$ cat config.mk
export PLATFORM = sky130hd
export DESIGN_NAME = uart_transmitter
export DESIGN_NICKNAME = d
export VERILOG_FILES = /design/src/rtl/uart_transmitter_pkg.sv /design/src/rtl/uart_transmitter_fifo.sv /design/src/rtl/uart_transmitter.sv
export SDC_FILE = /design/constraint.sdc
export NUM_CORES = 1
export LEC_CHECK = 0
export CAP_MARGIN = 20
export CORE_MARGIN = 8
export CORE_UTILIZATION = 59
export CTS_CLUSTER_SIZE = 8
export DETAILED_ROUTE_END_ITERATION = 10
export PLACE_DENSITY = 0.81
export SLEW_MARGIN = 20
export SYNTH_ARGS = -nofsm -noshare
export SYNTH_HDL_FRONTEND = slang
export SYNTH_HIERARCHICAL = 1
export SYNTH_SLANG_ARGS = --single-unit
$ cat constraint.sdc
create_clock -name clk -period 3.2 [get_ports clk]
set_input_delay 0.64 -clock clk [delete_from_list [all_inputs] [get_ports clk]]
set_output_delay 0.64 -clock clk [all_outputs]
set_load 0.005 [all_outputs]
$ cat src/rtl/uart_transmitter_pkg.sv
// ---------------------------------------------------------------------------
// uart_transmitter_pkg
// Shared definitions for the UART readback transmit path: frame field
// widths, bit timing and the transmit FSM state encoding.
// ---------------------------------------------------------------------------
package uart_transmitter_pkg;

  localparam int ADDR_W        = 4;
  localparam int DATA_W        = 4;
  localparam int BYTE_W        = ADDR_W + DATA_W;
  localparam int FRAME_BITS    = 11;
  localparam int TICKS_PER_BIT = 16;

  typedef enum logic [2:0] {
    IDLE,
    START,
    DATA,
    PARITY,
    STOP
  } tx_state_t;

  // Parity bit carried in the frame: even parity over the byte, inverted
  // when odd parity is selected.
  function automatic logic frame_parity(input logic [BYTE_W-1:0] byte_val,
                                        input logic               odd);
    return (^byte_val) ^ odd;
  endfunction

endpackage

$ cat src/rtl/uart_transmitter_fifo.sv
// ---------------------------------------------------------------------------
// tx_fifo
// Synchronous FIFO holding {address,data} bytes waiting to be framed.
// Ports:
//   clk, rst        - system clock, synchronous active-low reset
//   push, push_data - write request and byte (ignored while full)
//   pop             - read request (ignored while empty)
//   pop_data        - byte at the head of the FIFO (valid while !empty)
//   full, empty     - occupancy flags
// ---------------------------------------------------------------------------
module tx_fifo
  import uart_transmitter_pkg::*;
#(
  parameter int DEPTH = 4
) (
  input  logic              clk,
  input  logic              rst,
  input  logic              push,
  input  logic [BYTE_W-1:0] push_data,
  input  logic              pop,
  output logic [BYTE_W-1:0] pop_data,
  output logic              full,
  output logic              empty
);

  localparam int PTR_W = $clog2(DEPTH);

  logic [BYTE_W-1:0] mem [DEPTH];
  logic [PTR_W:0]    wr_ptr;
  logic [PTR_W:0]    rd_ptr;
  logic              do_push;
  logic              do_pop;

  assign do_push = push && !full;
  assign do_pop  = pop && !empty;

  // The extra MSB on each pointer distinguishes full from empty when the
  // index bits coincide.
  assign full     = (wr_ptr[PTR_W] != rd_ptr[PTR_W]) &&
                    (wr_ptr[PTR_W-1:0] == rd_ptr[PTR_W-1:0]);
  assign empty    = (wr_ptr == rd_ptr);
  assign pop_data = mem[rd_ptr[PTR_W-1:0]];

  always_ff @(posedge clk) begin
    if (!rst) begin
      wr_ptr <= '0;
      rd_ptr <= '0;
    end else begin
      if (do_push) wr_ptr <= wr_ptr + 1'b1;
      if (do_pop)  rd_ptr <= rd_ptr + 1'b1;
    end
  end

  always_ff @(posedge clk) begin
    if (do_push) mem[wr_ptr[PTR_W-1:0]] <= push_data;
  end

endmodule

$ cat src/rtl/uart_transmitter.sv
// ---------------------------------------------------------------------------
// uart_transmitter
// Serialises {address,data} readback pairs as 11-bit UART frames
// (start, 8 data bits LSB first, parity, stop) paced by a 16x baud tick.
// Ports:
//   clk, rst   - system clock, synchronous active-low reset
//   tick_16bd  - one-cycle enable at 16x baud
//   valid      - request; address/data held stable while high
//   address    - frame bits [7:4]
//   data       - frame bits [3:0]
//   ack        - one-cycle pulse when the pair enters the FIFO
//   Tx         - serial line, idle high
//   busy       - frame on the line or FIFO non-empty
//   full       - FIFO full
// ---------------------------------------------------------------------------
module uart_transmitter
  import uart_transmitter_pkg::*;
#(
  parameter int FIFO_DEPTH = 4,
  parameter bit PARITY_ODD = 1'b0
) (
  input  logic              clk,
  input  logic              rst,
  input  logic              tick_16bd,
  input  logic              valid,
  input  logic [ADDR_W-1:0] address,
  input  logic [DATA_W-1:0] data,
  output logic              ack,
  output logic              Tx,
  output logic              busy,
  output logic              full
);

  localparam logic [3:0] TICK_LAST = 4'(TICKS_PER_BIT - 1);
  localparam logic [2:0] BIT_LAST  = 3'd7;

  tx_state_t         state;
  tx_state_t         state_next;
  logic [3:0]        tick_cnt;
  logic [3:0]        tick_cnt_next;
  logic [2:0]        bit_cnt;
  logic [2:0]        bit_cnt_next;
  logic [BYTE_W-1:0] shift;
  logic [BYTE_W-1:0] shift_next;
  logic              parity_bit;
  logic              parity_next;
  logic              tx_next;
  logic              busy_next;
  logic              bit_done;
  logic              push;
  logic              pop;
  logic              fifo_empty;
  logic [BYTE_W-1:0] fifo_data;

  // Blocking on the previous ack makes a held valid accepted every other
  // cycle, giving the requester a cycle to drop it.
  assign push = valid && !full && !ack;

  tx_fifo #(
    .DEPTH(FIFO_DEPTH)
  ) u_fifo (
    .clk      (clk),
    .rst      (rst),
    .push     (push),
    .push_data({address, data}),
    .pop      (pop),
    .pop_data (fifo_data),
    .full     (full),
    .empty    (fifo_empty)
  );

  assign bit_done = tick_16bd && (tick_cnt == TICK_LAST);

  always_comb begin
    state_next    = state;
    tick_cnt_next = tick_cnt;
    bit_cnt_next  = bit_cnt;
    shift_next    = shift;
    parity_next   = parity_bit;
    pop           = 1'b0;

    if (state != IDLE && tick_16bd) tick_cnt_next = tick_cnt + 4'd1;

    case (state)
      IDLE: begin
        if (tick_16bd && !fifo_empty) begin
          pop           = 1'b1;
          shift_next    = fifo_data;
          parity_next   = frame_parity(fifo_data, PARITY_ODD);
          tick_cnt_next = '0;
          bit_cnt_next  = '0;
          state_next    = START;
        end
      end
      START: begin
        if (bit_done) state_next = DATA;
      end
      DATA: begin
        if (bit_done) begin
          shift_next   = shift >> 1;
          bit_cnt_next = bit_cnt + 3'd1;
          if (bit_cnt == BIT_LAST) state_next = PARITY;
        end
      end
      PARITY: begin
        if (bit_done) state_next = STOP;
      end
      STOP: begin
        if (bit_done) state_next = IDLE;
      end
      default: state_next = IDLE;
    endcase

    // Tx is registered from the next-state view so the line changes in the
    // cycle right after the tick that moves the FSM.
    case (state_next)
      START:   tx_next = 1'b0;
      DATA:    tx_next = shift_next[0];
      PARITY:  tx_next = parity_next;
      default: tx_next = 1'b1;
    endcase

    busy_next = (state_next != IDLE) || !fifo_empty || push;
  end

  always_ff @(posedge clk) begin
    if (!rst) begin
      state      <= IDLE;
      tick_cnt   <= '0;
      bit_cnt    <= '0;
      shift      <= '0;
      parity_bit <= 1'b0;
      Tx         <= 1'b1;
      busy       <= 1'b0;
      ack        <= 1'b0;
    end else begin
      state      <= state_next;
      tick_cnt   <= tick_cnt_next;
      bit_cnt    <= bit_cnt_next;
      shift      <= shift_next;
      parity_bit <= parity_next;
      Tx         <= tx_next;
      busy       <= busy_next;
      ack        <= push;
    end
  end

endmodule

==> metrics.cfg <==
[synth]
synth.largest_area_cell=edfxtp_1
synth_fp_nets=244
ys_warn_count=6
ys.flop_type=edfxtp_1
synth_cells=224
yosysTopAreaCellShare=0.343
syn_area_um2=2810
avgSynthCellArea_um2=12.5
async_flop_share=0
yosysSeqAreaShare=0.557
synth_edf_count=32
synth.area.top_cells=edfxtp_1, dfxtp_1, mux4_2
netlist-cell-type-count=49
ys_seq_elements=62

[layout]
multi_input_area_um2=1150
syn2layout_area_growth_pct=13.7
fill_cells=318
final_area_um2=3190
final_cells=303
regArea_um2=1560
final_util=0.684
nets=264
drive_gt1_frac=0.133
diodes=0

[setup_path]
reg2regPathDepth=8
r2r_end=u_fifo/rd_ptr[2]
critPathKind=reg -> reg
cp.depth=8
crit_fanout=13
end_kind=flop
crit_start=u_fifo/wr_ptr[0]
cp.required_ns=3.43
critPathSlowestCell=or4_4
ff2ff_setup_slack_ns=0.53
cp.arrival_ns=2.89
endpoint=u_fifo/rd_ptr[2]
cpPeakStageDelay_ns=0.53
cp-start-kind=flop
reg2reg_from=u_fifo/wr_ptr[0]
cp_top_family=simple AND/OR/NAND/NOR gates
worstPathCellList=xor2_1, nor3_1, nand2b_1, or4_4, inv_2, nand2_1, and2_1, o31a_1
crit_buf_inv=1

[routing]
first_iter_violations=159
vias=1814
wl_um=4840
drc=0
routedWlPerCell_um=16.0
drtAntennaViolNets=0
drt_pass1_iterations=4
avgViaCountPerCell=5.99

[run]
drv_cap=0

[timing]
clock_skew_ns=0.00701
relSlewSlack=0.457
fin_crit_ns=2.67
rsz0062_at_grt=false
finalSetupViolations=0
timing.hold.ws_ns=0.472
maxSlewViolCount=0
worstMarginPinSlew_ns=0.812
fmax_ghz=0.375
finalHoldViolCount=0
fin_setup_tns_ns=0
period_share=0.834

[clock_tree]
clk_latency_ns=0.34
cts_tree=yes
clockBufferDepth=2
cts_made_buffers=9
postCtsHoldBufs=0
htree_levels=3
path_clk_slew_ns=0.07
cts_sinks=62
ctsResizeCount=0
clock-root-buffer=clkbuf_8
cts_setup_buffers=0

[global_route]
grt_start_max_net_pins=27
grt_util_all_layers=0.149
grt_pass1_wl_um=8380
overflow=0
antenna_found_initial=0
grt_pass1_vias=1778

[place]
routabilityCongestion=0.848
placed_area_um2=2990
hpwl_um=3310
port_buffers=15
dp.cells=287

[floorplan]
start_util=0.602
io_pins=16
design.die.area_um2=7220
die_y_um=85.0
row_count=25
core_um2=4660
die_w_um=85.0

[pwr]
vdd_ir_drop_max_v=0.000404
p_per_area_nw_per_um2=724
p_leak_nw=1.11

[worst_hold_path]
hold_class=reg -> reg

[outcome]
status=completed

-- logic make-up after synthesis --
| family | Yosys count | synth area share |
|---|---|---|
| muxes | 9 | 0.0678 |
| and+or+nand+nor | 63 | 0.129 |
| xor gates and xnor gates | 15 | 0.0468 |
| AOI/OAI and AO/OA | 48 | 0.129 |
| adders and majority gates | 8 | 0.0357 |
| buffers and inverters | 19 | 0.0343 |
| DFF | 62 | 0.557 |
-- worst register-to-register path: cells and delay by family (launching register included) --
family	cells	cell delay, ns
XOR/XNOR	1	0.45
AND/OR/NAND/NOR	5	1.14
flip-flops	1	0.46
AO/OA/AOI/OAI	1	0.28
buffers and inverters	1	0.24
-- metrics by stage --
stage,total power [W],setup slack [ns]
global placement,0.00164,0.580
CTS,0.00233,0.534
floorplan,0.00151,0.824
detailed placement,0.00165,0.516
finish,0.00231,0.532
global route,0.00244,0.373
-- Yosys cell counts, types with 3 or more instances --
library cell  count
nor3_1            6
dfxtp_1          30
o21a_1            3
a21boi_0          3
edfxtp_1         32
o21ai_0           7
nand3b_1          4
nand4_1           3
nand2_1           7
clkbuf_1          3
ha_1              8
inv_1             8
nor2_1            8
a21oi_1           4
mux4_2            8
nand3_1          15
a211o_1           5
xnor2_1          12
a22oi_1           7
a21boi_1          7
xor2_1            3
and2_1            6
-- report_power, final --
group	leakage (nW)	switching, W	internal, W	total, W
Combinational	0.477	0.000305	0.000299	0.000603
Clock	0.0931	0.000313	0.000365	0.000678
Sequential	0.537	0.0000863	0.000941	0.00103
-- per-layer routing --
layer  global-route usage  wire (um)  up-vias
met5                    0          0        -
met1                0.177       2150      863
met2                0.230       2320       51
li1                     -          -      892
met4               0.0825         66        0
met3               0.0531        296        8
-- placed cells by master, fill, tap and decap left out, types with 2 or more instances in the layout --
cell             count
a211o_1              5
a21boi_0             3
a21boi_1             7
a21oi_1              4
a22oi_1              7
a31oi_1              2
a41oi_1              2
and2_1               6
and3_1               2
buf_4                4
clkbuf_8             9
clkdlybuf4s50_1     15
clkinv_4             2
clkinvlp_4           2
dfxtp_1             30
edfxtp_1            32
ha_1                 8
inv_1                8
mux4_2               8
nand2_1              7
nand3_1             15
nand3b_1             4
nand4_1              3
nor2_1               8
nor3_1               6
nor4_1               2
o211ai_1             2
o21a_1               3
o21ai_0              7
o31a_1               2
xnor2_1             12
xor2_1               3
-- sequential cells by signal, indices dropped and copies added (netlist names), named ones only --
signal	cells
Tx	1
parity_bit	1
shift	8
u_fifo/mem	32
tick_cnt	4
busy	1
ack	1
state	3
bit_cnt	3
u_fifo/rd_ptr	3
u_fifo/wr_ptr	3
-- area by class of cell --
class | instances | share of cell area
clock inverters | 6 | 0.0224
flip-flops and latches | 62 | 0.490
repair buffers | 19 | 0.0565
inverters | 9 | 0.0106
clock buffers | 10 | 0.0400
well taps | 54 | 0.0212
multi-input cells | 143 | 0.360
-- worst min path at each step --
stage,depth (start not counted),slack (ns),to,startpoint
after global placement,2,0.46,shift[1],shift[1]
after CTS,2,0.47,shift[5],shift[5]
after detailed placement,2,0.46,shift[5],shift[5]
after global routing,2,0.50,shift[1],shift[1]
final,2,0.47,shift[5],shift[5]
after floorplan,2,0.44,Tx,parity_bit
Power figures use the tool's default switching activity.
